===== config.mk =====
export PLATFORM = sky130hd
export DESIGN_NAME = ctrl_hazard_unit
export DESIGN_NICKNAME = d
export VERILOG_FILES = /design/src/rtl/ctrl_hazard_unit.sv
export SDC_FILE = /design/constraint.sdc
export NUM_CORES = 1
export LEC_CHECK = 0
export ABC_AREA = 1
export CAP_MARGIN = 20
export CORE_MARGIN = 4
export CORE_UTILIZATION = 58
export CTS_BUF_LIST = sky130_fd_sc_hd__clkbuf_8 sky130_fd_sc_hd__clkbuf_16
export CTS_CLUSTER_DIAMETER = 60
export DETAILED_ROUTE_END_ITERATION = 6
export GPL_TIMING_DRIVEN = 1
export MAX_ROUTING_LAYER = met4
export PLACE_DENSITY_LB_ADDON = 0.12
export RECOVER_POWER = 50
export SYNTH_ARGS = -nofsm -noshare
export SYNTH_HDL_FRONTEND = slang
export SYNTH_SLANG_ARGS = --single-unit

===== constraint.sdc =====
create_clock -name clk -period 3 [get_ports clk]
set_input_delay 0.3 -clock clk [delete_from_list [all_inputs] [get_ports clk]]
set_output_delay 0.3 -clock clk [all_outputs]
set_load 0.02 [all_outputs]

===== src/rtl/ctrl_hazard_unit.sv =====
// Hazard controller for the five-stage MIPS core: shadow E/M/W pipeline, D-stage stall, D/E forwarding selects.
// Optional feature: define CTRL_HAZARD_STALL_CNT_EN to add the saturating stall_cnt output.
module ctrl_hazard_unit (
    input  logic        clk,
    input  logic        rst_n,
    input  logic [4:0]  rs_d,
    input  logic [4:0]  rt_d,
    input  logic [1:0]  tuse_rs_d,
    input  logic [1:0]  tuse_rt_d,
    input  logic        we_d,
    input  logic [4:0]  a3_d,
    input  logic [1:0]  tnew_e_d,
    output logic        stall,
    output logic [1:0]  fwd_rs_d_sel,
    output logic [1:0]  fwd_rt_d_sel,
    output logic [1:0]  fwd_rs_e_sel,
    output logic [1:0]  fwd_rt_e_sel
`ifdef CTRL_HAZARD_STALL_CNT_EN
    ,
    output logic [31:0] stall_cnt
`endif
);

    localparam logic [1:0] SEL_BASE = 2'b00;
    localparam logic [1:0] SEL_W    = 2'b01;
    localparam logic [1:0] SEL_M    = 2'b10;
    localparam logic [1:0] SEL_E    = 2'b11;

    // Shadow pipeline; W carries no Tnew because it is always zero there.
    logic        ex_we_q,   ex_we_d;
    logic [4:0]  ex_a3_q,   ex_a3_d;
    logic [1:0]  ex_tnew_q, ex_tnew_d;
    logic [4:0]  ex_rs_q,   ex_rs_d;
    logic [4:0]  ex_rt_q,   ex_rt_d;
    logic        mem_we_q,   mem_we_d;
    logic [4:0]  mem_a3_q,   mem_a3_d;
    logic [1:0]  mem_tnew_q, mem_tnew_d;
    logic        wb_we_q,  wb_we_d;
    logic [4:0]  wb_a3_q,  wb_a3_d;

    logic e_rs_hit_s, m_rs_hit_s, w_rs_hit_s;
    logic e_rt_hit_s, m_rt_hit_s, w_rt_hit_s;
    logic m_rse_hit_s, w_rse_hit_s;
    logic m_rte_hit_s, w_rte_hit_s;
    logic stall_rs_s, stall_rt_s;

    function automatic logic writes_reg(input logic we, input logic [4:0] a3, input logic [4:0] r);
        return we && (a3 == r) && (r != 5'd0);
    endfunction

    function automatic logic [1:0] d_select(input logic e_hit, input logic [1:0] e_tnew,
                                            input logic m_hit, input logic [1:0] m_tnew,
                                            input logic w_hit);
        logic [1:0] sel;
        if (e_hit && (e_tnew == 2'd0)) begin
            sel = SEL_E;
        end else if (m_hit && (m_tnew == 2'd0)) begin
            sel = SEL_M;
        end else if (w_hit) begin
            sel = SEL_W;
        end else begin
            sel = SEL_BASE;
        end
        return sel;
    endfunction

    function automatic logic [1:0] e_select(input logic m_hit, input logic [1:0] m_tnew,
                                            input logic w_hit);
        logic [1:0] sel;
        if (m_hit && (m_tnew == 2'd0)) begin
            sel = SEL_M;
        end else if (w_hit) begin
            sel = SEL_W;
        end else begin
            sel = SEL_BASE;
        end
        return sel;
    endfunction

    // Register matches, stall decision and forwarding selects from shadow state and D inputs.
    always_comb begin
        e_rs_hit_s  = writes_reg(ex_we_q,  ex_a3_q,  rs_d);
        m_rs_hit_s  = writes_reg(mem_we_q, mem_a3_q, rs_d);
        w_rs_hit_s  = writes_reg(wb_we_q,  wb_a3_q,  rs_d);
        e_rt_hit_s  = writes_reg(ex_we_q,  ex_a3_q,  rt_d);
        m_rt_hit_s  = writes_reg(mem_we_q, mem_a3_q, rt_d);
        w_rt_hit_s  = writes_reg(wb_we_q,  wb_a3_q,  rt_d);
        m_rse_hit_s = writes_reg(mem_we_q, mem_a3_q, ex_rs_q);
        w_rse_hit_s = writes_reg(wb_we_q,  wb_a3_q,  ex_rs_q);
        m_rte_hit_s = writes_reg(mem_we_q, mem_a3_q, ex_rt_q);
        w_rte_hit_s = writes_reg(wb_we_q,  wb_a3_q,  ex_rt_q);

        // Tuse of 3 (not read) can never be exceeded since Tnew tops out at 2.
        stall_rs_s = (e_rs_hit_s && (ex_tnew_q > tuse_rs_d)) ||
                     (m_rs_hit_s && (mem_tnew_q > tuse_rs_d));
        stall_rt_s = (e_rt_hit_s && (ex_tnew_q > tuse_rt_d)) ||
                     (m_rt_hit_s && (mem_tnew_q > tuse_rt_d));
        stall      = stall_rs_s || stall_rt_s;

        fwd_rs_d_sel = d_select(e_rs_hit_s, ex_tnew_q, m_rs_hit_s, mem_tnew_q, w_rs_hit_s);
        fwd_rt_d_sel = d_select(e_rt_hit_s, ex_tnew_q, m_rt_hit_s, mem_tnew_q, w_rt_hit_s);
        fwd_rs_e_sel = e_select(m_rse_hit_s, mem_tnew_q, w_rse_hit_s);
        fwd_rt_e_sel = e_select(m_rte_hit_s, mem_tnew_q, w_rte_hit_s);
    end

    // Next shadow state: E takes D or a bubble, M and W shift unconditionally.
    always_comb begin
        if (stall) begin
            ex_we_d   = 1'b0;
            ex_a3_d   = 5'd0;
            ex_tnew_d = 2'd0;
            ex_rs_d   = 5'd0;
            ex_rt_d   = 5'd0;
        end else begin
            ex_we_d   = we_d;
            ex_a3_d   = a3_d;
            ex_tnew_d = tnew_e_d;
            ex_rs_d   = rs_d;
            ex_rt_d   = rt_d;
        end

        mem_we_d = ex_we_q;
        mem_a3_d = ex_a3_q;
        if (ex_tnew_q == 2'd0) begin
            mem_tnew_d = 2'd0;
        end else begin
            mem_tnew_d = ex_tnew_q - 2'd1;
        end

        wb_we_d = mem_we_q;
        wb_a3_d = mem_a3_q;
    end

    // Shadow pipeline registers.
    always_ff @(posedge clk or negedge rst_n) begin
        if (!rst_n) begin
            ex_we_q    <= 1'b0;
            ex_a3_q    <= 5'd0;
            ex_tnew_q  <= 2'd0;
            ex_rs_q    <= 5'd0;
            ex_rt_q    <= 5'd0;
            mem_we_q   <= 1'b0;
            mem_a3_q   <= 5'd0;
            mem_tnew_q <= 2'd0;
            wb_we_q    <= 1'b0;
            wb_a3_q    <= 5'd0;
        end else begin
            ex_we_q    <= ex_we_d;
            ex_a3_q    <= ex_a3_d;
            ex_tnew_q  <= ex_tnew_d;
            ex_rs_q    <= ex_rs_d;
            ex_rt_q    <= ex_rt_d;
            mem_we_q   <= mem_we_d;
            mem_a3_q   <= mem_a3_d;
            mem_tnew_q <= mem_tnew_d;
            wb_we_q    <= wb_we_d;
            wb_a3_q    <= wb_a3_d;
        end
    end

`ifdef CTRL_HAZARD_STALL_CNT_EN
    logic [31:0] stall_cnt_q, stall_cnt_d;

    // Saturating count of stalled cycles.
    always_comb begin
        if (stall && (stall_cnt_q != 32'hFFFF_FFFF)) begin
            stall_cnt_d = stall_cnt_q + 32'd1;
        end else begin
            stall_cnt_d = stall_cnt_q;
        end
    end

    // Stall counter register.
    always_ff @(posedge clk or negedge rst_n) begin
        if (!rst_n) begin
            stall_cnt_q <= 32'd0;
        end else begin
            stall_cnt_q <= stall_cnt_d;
        end
    end

    assign stall_cnt = stall_cnt_q;
`endif

endmodule


# Word-level counts from Yosys, hierarchy flattened
# Index checks and enable logic that the tools add are counted.
dict set report classes {
  addsub 1
  n_lt_le_gt_ge 4
  eq_ne 10
  muxes 16
  n_reduce_logical 39
}
# cell n
set op_table {}
lappend op_table {{== test 5 bit} 10}
lappend op_table {{logical AND 1 bit} 30}
lappend op_table {{nonzero test 5 bit} 4}
lappend op_table {{2-to-1 mux 2 bit} 8}
lappend op_table {{2-to-1 mux 5 bit} 3}
lappend op_table {{> comparator 2 bit} 4}
lappend op_table {{2-to-1 mux 1 bit} 5}
lappend op_table {{zero test 2 bit} 2}
lappend op_table {{logical OR 1 bit} 3}
lappend op_table {{subtractor 2 x 1 -> 2 bit, second input constant} 1}
dict set report totals {
  ff_bits 32
  inputBits 24
  output_inout_bits 9
  word_cells 80
}

# Depth between registers and ports, before layout
# Gate-level depths: netlist (run 1).
dict set report logic_depth {
  word_depth 7
  depth_mapped 10
  ltp_nobuf 9
}

# Worst setup path after synthesis (run 1)
# Ideal clock, no wire load.
dict set report synth_timing {
  path_type {flip-flop to output port}
  startpoint {register mem_a3_q[0]}
  endpoint {output port fwd_rt_e_sel[0]}
  t_arrival_ps 1325
  slack_ps 1375
  stages_incl_launch_ff 7
  n_path_buf 0
  path_cell_list {dfrtp_1 inv_1 nor2_1 nor3_1 nand4_1 nor2_1 nor2_1}
}
dict set report synth_between {
  elab_chain_cells 5
}
# item line_no
set synth_lines {}
lappend synth_lines {{start, declared} 36} ;# logic [4:0] mem_a3_q, mem_a3_d;
lappend synth_lines {{start signal, assigned} 154} ;# mem_a3_q <= mem_a3_d;
lappend synth_lines {{== test 5 bit} 48} ;# return we && (a3 == r) && (r != 5'd0);
lappend synth_lines {{logical AND 1 bit (2 in a row)} 48}
lappend synth_lines {{logical AND 1 bit} 70} ;# if (m_hit && (m_tnew == 2'd0)) begin
lappend synth_lines {{2-to-1 mux 2 bit} 70}
lappend synth_lines {{end, declared} 17} ;# output logic [1:0] fwd_rt_e_sel
# No other way between the ends.

# Final worst setup path (run 1)
dict set report layout_timing {
  startpoint {input port tuse_rs_d[1]}
  endpoint {output port stall}
}
dict set report layout_between {
  elab_chain_cells 4
}
# item line_no
set layout_lines {}
lappend layout_lines {{start, declared} 8} ;# input logic [1:0] tuse_rs_d,
lappend layout_lines {{> comparator 2 bit, on equally long branches} {94, 95}}
lappend layout_lines {{logical AND 1 bit, on equally long branches} {94, 95}}
lappend layout_lines {{logical OR 1 bit (*)} 94} ;# stall_rs_s = (e_rs_hit_s && (ex_tnew_q > tuse_rs_d)) ||
lappend layout_lines {{logical OR 1 bit (*)} 98} ;# stall = stall_rs_s || stall_rt_s;
lappend layout_lines {{end, declared} 13} ;# output logic stall,
# Every way passes the cells marked *; elsewhere a longest branch is shown, timed or not.

==> results of run 1 <==
-- cell usage in the layout (no fill, tap or decap), types with 2 or more instances in the layout --
cell	n
nand2_1	67
inv_1	49
dfrtp_1	32
clkdlybuf4s50_1	31
nor2_1	19
a21oi_1	16
nor3_1	13
nand3_1	11
nor3_2	10
xnor2_1	9
inv_2	9
nand4_1	8
ha_1	8
o22ai_1	6
o21ai_0	5
nor2_2	5
nand3_2	5
clkbuf_8	5
o211ai_1	4
nand2_4	2
-- how the worst max path moves through the flow --
stage	to	cells past startpoint
2_1_floorplan	fwd_rt_e_sel[0]	6
3_3_place_gp	stall	8
3_5_place_dp	stall	8
4_1_cts	stall	8
5_1_grt	stall	8
6_report	stall	8
-- flip-flops by register name, indices dropped and copies added (netlist names) --
name,flops
mem_tnew_q,2
ex_rs_q,5
ex_rt_q,5
mem_a3_q,5
wb_a3_q,5
ex_a3_q,5
wb_we_q,1
mem_we_q,1
ex_tnew_q,2
ex_we_q,1
-- layout make-up --
type | count | area (um^2)
sequential | 32 | 800.8
inverter | 58 | 217.7
timing repair buffer | 33 | 324.1
multi-input combinational | 195 | 1106
clock buffer | 5 | 68.82
clock inverter | 2 | 8.758
fill | 289 | 884.6
tap | 46 | 57.56
-- stage by stage --
| stage | hold WS (ns) | instance area, um^2 |
|---|---|---|
| 4_1_cts | 0.3933 | 2587 |
| 2_1_floorplan | 0.004409 | 2165 |
| 6_report | 0.3866 | 2584 |
| 3_3_place_gp | 0.3584 | 2510 |
| 3_5_place_dp | 0.3787 | 2510 |
| 5_1_grt | 0.4158 | 2584 |
-- logic make-up (layout without fill, tap and decap cells) --
family	Yosys count	in the layout	share of synthesized area
XOR/XNOR	10	10	0.04047
flip-flops	32	32	0.3699
adder cells (fa/ha/maj)	8	8	0.04624
AO/OA/AOI/OAI	34	34	0.09133
AND/OR/NAND/NOR	143	143	0.3330
buffers and inverters	60	98	0.1191
-- routing by layer --
layer	vias up	GRT usage	routed length, um
met5	-	-	0
met1	947	0.3165	2392
met4	0	0.09544	150
met3	18	0.03634	379
met2	86	0.3951	2605
li1	991	-	-
-- report_power, final --
part / internal [mW] / switching [mW]
clock network: 0.154 / 0.149
logic: 0.104 / 0.136
registers: 0.462 / 0.0417
==> reports/results.ini, run 1 <==
[floorplan]
dieWidth_um=69.09
rows=21
initial_core_util=0.6241
die_y_um=69.09
core_um2=3468
pin_count=33
die_area_um2=4773

[timing]
drv_slew=33
hold_violations=0
rsz0062_at_grt=false
finalCritPeriodShare=0.8622
skew_ns=0.004663
setup_viol=0
worst_slew_pin_slew_ns=1.716
slew_headroom=-0.1440
timing.fmax_ghz=0.3866
fin_ws_ns=0.4133
fin_crit_ns=2.587
fin_setup_tns_ns=0

[worst_setup_path]
r2r_slack_ns=1.27
slowest_delay_ns=0.62
cp_slowest_cell=clkdlybuf4s50_1
path_cells=clkdlybuf4s50_1 -> inv_1 -> ha_1 -> a21oi_1 -> a21oi_1 -> nand3_2 -> nand4_1 -> clkdlybuf4s50_1
reg2reg_to=ex_rt_q[0]
crit_arrival_ns=2.29
setup.worst_path.class=in2out
path_buf_inv=3
rr_worst_depth=6
r2r-start=ex_tnew_q[1]
crit_family=buffers and inverters
startpoint=tuse_rs_d[1]
critPathRequiredTime_ns=2.70
crit_fanout=2
end_kind=primary output
critPathLaunchType=input pin

[synth]
synth_top_flop_cell=dfrtp_1
ys_top_cells_by_area=dfrtp_1 37%, nand2_1 12%, inv_1 8.3%
synth_top_area_frac=0.3699
yosys.area.top_type=dfrtp_1
ys_types=27
avgSynthCellArea_um2=7.542
syn_area_um2=2165
synth_edf_count=0
async_flop_share=1.000
syn_inst=287
synthesis.nets=319
ys.warnings.count=0
synth_most_common_cell=nand2_1
synth_seq_area_share=0.3699
synth_seq_cells=32
synth_common_cells=67 x nand2_1, 48 x inv_1, 32 x dfrtp_1, 19 x nor2_1, 16 x a21oi_1

[final_layout]
diodes=0
stdcell_count=371
synthToLayoutAreaGrowth_pct=19.36
nNetsFinal=357
drive_above_1_share=0.1231
post-route-util=0.7449

[power_and_ir_drop]
max-vdd-ir-drop_uv=305.6
power_density_nw_per_um2=405.2
p_leak_nw=1.277
total_power_mw=1.047

[drt]
ant_nets=0
routedWlPerCell_um=14.90
via_count=2042
drt-initial-drc-count=264
dr.pass1.iters=5
wirelength_um=5527
drc=0
viasPerCell=5.504

[cts]
cts.htree.levels=2
numCtsBuffers=5
insertion_delay_ns=0.28
post-cts-setup-buffer-count=0
root_buffer=clkbuf_8
cts_buffer_depth=2
cts_resized=0
cts_tree=yes
clk_pin_slew_worst_paths_ns=0.06
ctsHoldBuffers=0
clkSinkCount=32

[global_routing]
grt_pass1_wl_um=9266
grtUsageTotal=0.2472
grt_start_max_net_pins=33
antenna_found_initial=0
grt_pass1_vias=1998
grt_overflow=0

[place]
io_buffers=32
gp_congestion=0.9661
hpwl_um=4321
pre_cts_ws_ns=0.4408
dpl.cell_count=364

[min_path]
whs_endpoint=mem_we_q
hold_depth=0
hold_path.class=reg2reg
hp-start=ex_we_q

[outcome]
status=finished with violations
violations=capacitance limit, slew limit

[job]
drv_cap=1

Power figures use the tool's default switching activity.
==> run 2: changes to the inputs <==
--- a/config.mk
+++ b/config.mk
@@ -13,2 +13,3 @@
 export CTS_CLUSTER_DIAMETER = 60
+export CTS_CLUSTER_SIZE = 30
 export DETAILED_ROUTE_END_ITERATION = 6
==> constraint.sdc (replaced) <==
create_clock -name clk -period 3 [get_ports clk]
set_input_delay 0.6 -clock clk [delete_from_list [all_inputs] [get_ports clk]]
set_output_delay 0.6 -clock clk [all_outputs]
set_load 0.02 [all_outputs]
==> run 2 against run 1 <==
The flow still finishes with violations (capacitance limit, slew limit). Fmax decreased by 9.4%. Combinational power increased by 5%. Non-clock buffer count increased by 14. Wire length increased by 2.1%. Clock skew decreased by 0.00087 ns. Cell area increased by 4.5%.
==> reports/results.ini, run 2 (same netlist as run 1, synthesis figures left out) <==
[outcome]
status=finished with violations
violations=capacitance limit, slew limit

[timing]
worst_slew_pin_slew_ns=1.639
skew_ns=0.003798
fin_crit_ns=2.856
slew_headroom=-0.09261
finalCritPeriodShare=0.9519
fin_setup_tns_ns=0
hold_violations=0
fin_ws_ns=0.1443
timing.fmax_ghz=0.3502
setup_viol=0
rsz0062_at_grt=false
timing.hold.ws_ns=0.3820
drv_slew=33

[power_and_ir_drop]
total_power_mw=1.087
p_switching_mw=0.3318
power_density_nw_per_um2=402.7
p_sw_frac=0.3053
p_leak_nw=1.379
pwr-share-seq=0.464
p_int_mw=0.7551
combPwrFrac=0.231
max-vdd-ir-drop_uv=347.1
pwr-share-clk=0.305

[worst_setup_path]
slowest_delay_ns=0.46
startpoint=tuse_rt_d[1]
crit_cells=8
critPathLaunchType=input pin
crit_arrival_ns=2.26
crit_fanout=2
end_kind=primary output
r2r-start=ex_tnew_q[1]
crit_family=buffers and inverters
path_buf_inv=3
critPathRequiredTime_ns=2.40
crit_path_frequent_cell=a21oi_1
reg2reg_to=ex_tnew_q[1]
cp_slowest_cell=clkdlybuf4s50_1
r2r_slack_ns=1.26
endpoint=stall
rr_worst_depth=7
setup.worst_path.class=in2out
path_cells=clkdlybuf4s50_1 -> inv_1 -> ha_1 -> a21oi_1 -> a21oi_1 -> nand3_2 -> nand4_1 -> dlygate4sd2_1

[global_routing]
grt_start_max_net_pins=33
grt_pass1_wl_um=9860
grt_pass1_vias=2126
grtUsageTotal=0.2620
grt_overflow=0
antenna_found_initial=0

[place]
pre_cts_ws_ns=-0.1047
gp_congestion=0.9676
dpl.cell_count=378
placed_cell_area_um2=2615
io_buffers=32
hpwl_um=4478

[cts]
insertion_delay_ns=0.28
ctsHoldBuffers=0
clkSinkCount=32
cts_tree=yes
cts_buffer_depth=2
cts.htree.levels=2
numCtsBuffers=5
post-cts-setup-buffer-count=0
root_buffer=clkbuf_8
clk_pin_slew_worst_paths_ns=0.06

[floorplan]
pin_count=33
dieWidth_um=69.09
die_y_um=69.09
core_um2=3468
die_area_um2=4773
rows=21
initial_core_util=0.6241

[final_layout]
stdcell_count=386
synthToLayoutAreaGrowth_pct=24.68
final_cell_mix=67 x nand2_1, 50 x inv_1, 32 x dfrtp_1
post-route-util=0.7781
layout_commonest_cell=nand2_1
nNetsFinal=371
design_area_um2=2699
diodes=0
drive_above_1_share=0.1618
fillers=280

[drt]
ant_nets=0
routedWlPerCell_um=14.62
wirelength_um=5642
drt-initial-drc-count=171
drc=0
dr.pass1.iters=4
via_count=2071
viasPerCell=5.365

[min_path]
hold_path.class=reg2reg

[job]
drv_cap=1

-- run 2: cell count changes in the layout (fill, tap and decap cells not counted) --
cell / before / now
nor3_1: 13 / 12
clkbuf_8: 5 / 6
nor3_2: 10 / 11
clkinv_2: 1 / 0
dlygate4sd2_1: 0 / 6
inv_1: 49 / 50
clkdlybuf4s50_1: 31 / 25
buf_4: 0 / 14
-- run 2: how the worst min path moves through the flow --
stage                         from          to  slack, ns  cells past startpoint
after global routing       ex_we_q    mem_we_q       0.39                      0
after floorplan              rst_n  ex_a3_q[0]       0.30                      0
final                      ex_we_q    mem_we_q       0.38                      0
after CTS                  ex_we_q    mem_we_q       0.38                      0
after detailed placement   ex_we_q    mem_we_q       0.37                      0
after global placement    mem_we_q     wb_we_q       0.36                      0
-- run 2: metal layers --
layer / routed length, um / up-vias / track usage
met4: 84 / 0 / 0.08894
met1: 2501 / 961 / 0.3333
met2: 2732 / 72 / 0.4163
li1: - / 1029 / -
met3: 324 / 9 / 0.05378
met5: 0 / - / -
-- run 2: area by class of cell --
class                      instances  area, um^2  area share
multi-input combinational        195        1111      0.4117
tap                               46       57.56     0.02133
inverter                          58       217.7     0.08067
timing repair buffer              47       421.7      0.1562
clock inverter                     2       7.507    0.002782
clock buffer                       6       82.58     0.03060
sequential                        32       800.8      0.2967
-- run 2: power groups by stage --
stage | Clock (mW) | Combinational (mW) | Sequential (mW)
5_1_grt | 0.361 | 0.284 | 0.507
3_5_place_dp | 0 | 0.252 | 0.510
6_report | 0.332 | 0.251 | 0.504
3_3_place_gp | 0 | 0.246 | 0.509
2_1_floorplan | 0 | 0.155 | 0.495
4_1_cts | 0.331 | 0.252 | 0.502
-- run 2: timing repair --
item | CTS | global route
setup endpoints to repair | 5 | 1
resized for setup | 6 | 1
cloned | 0 | 0
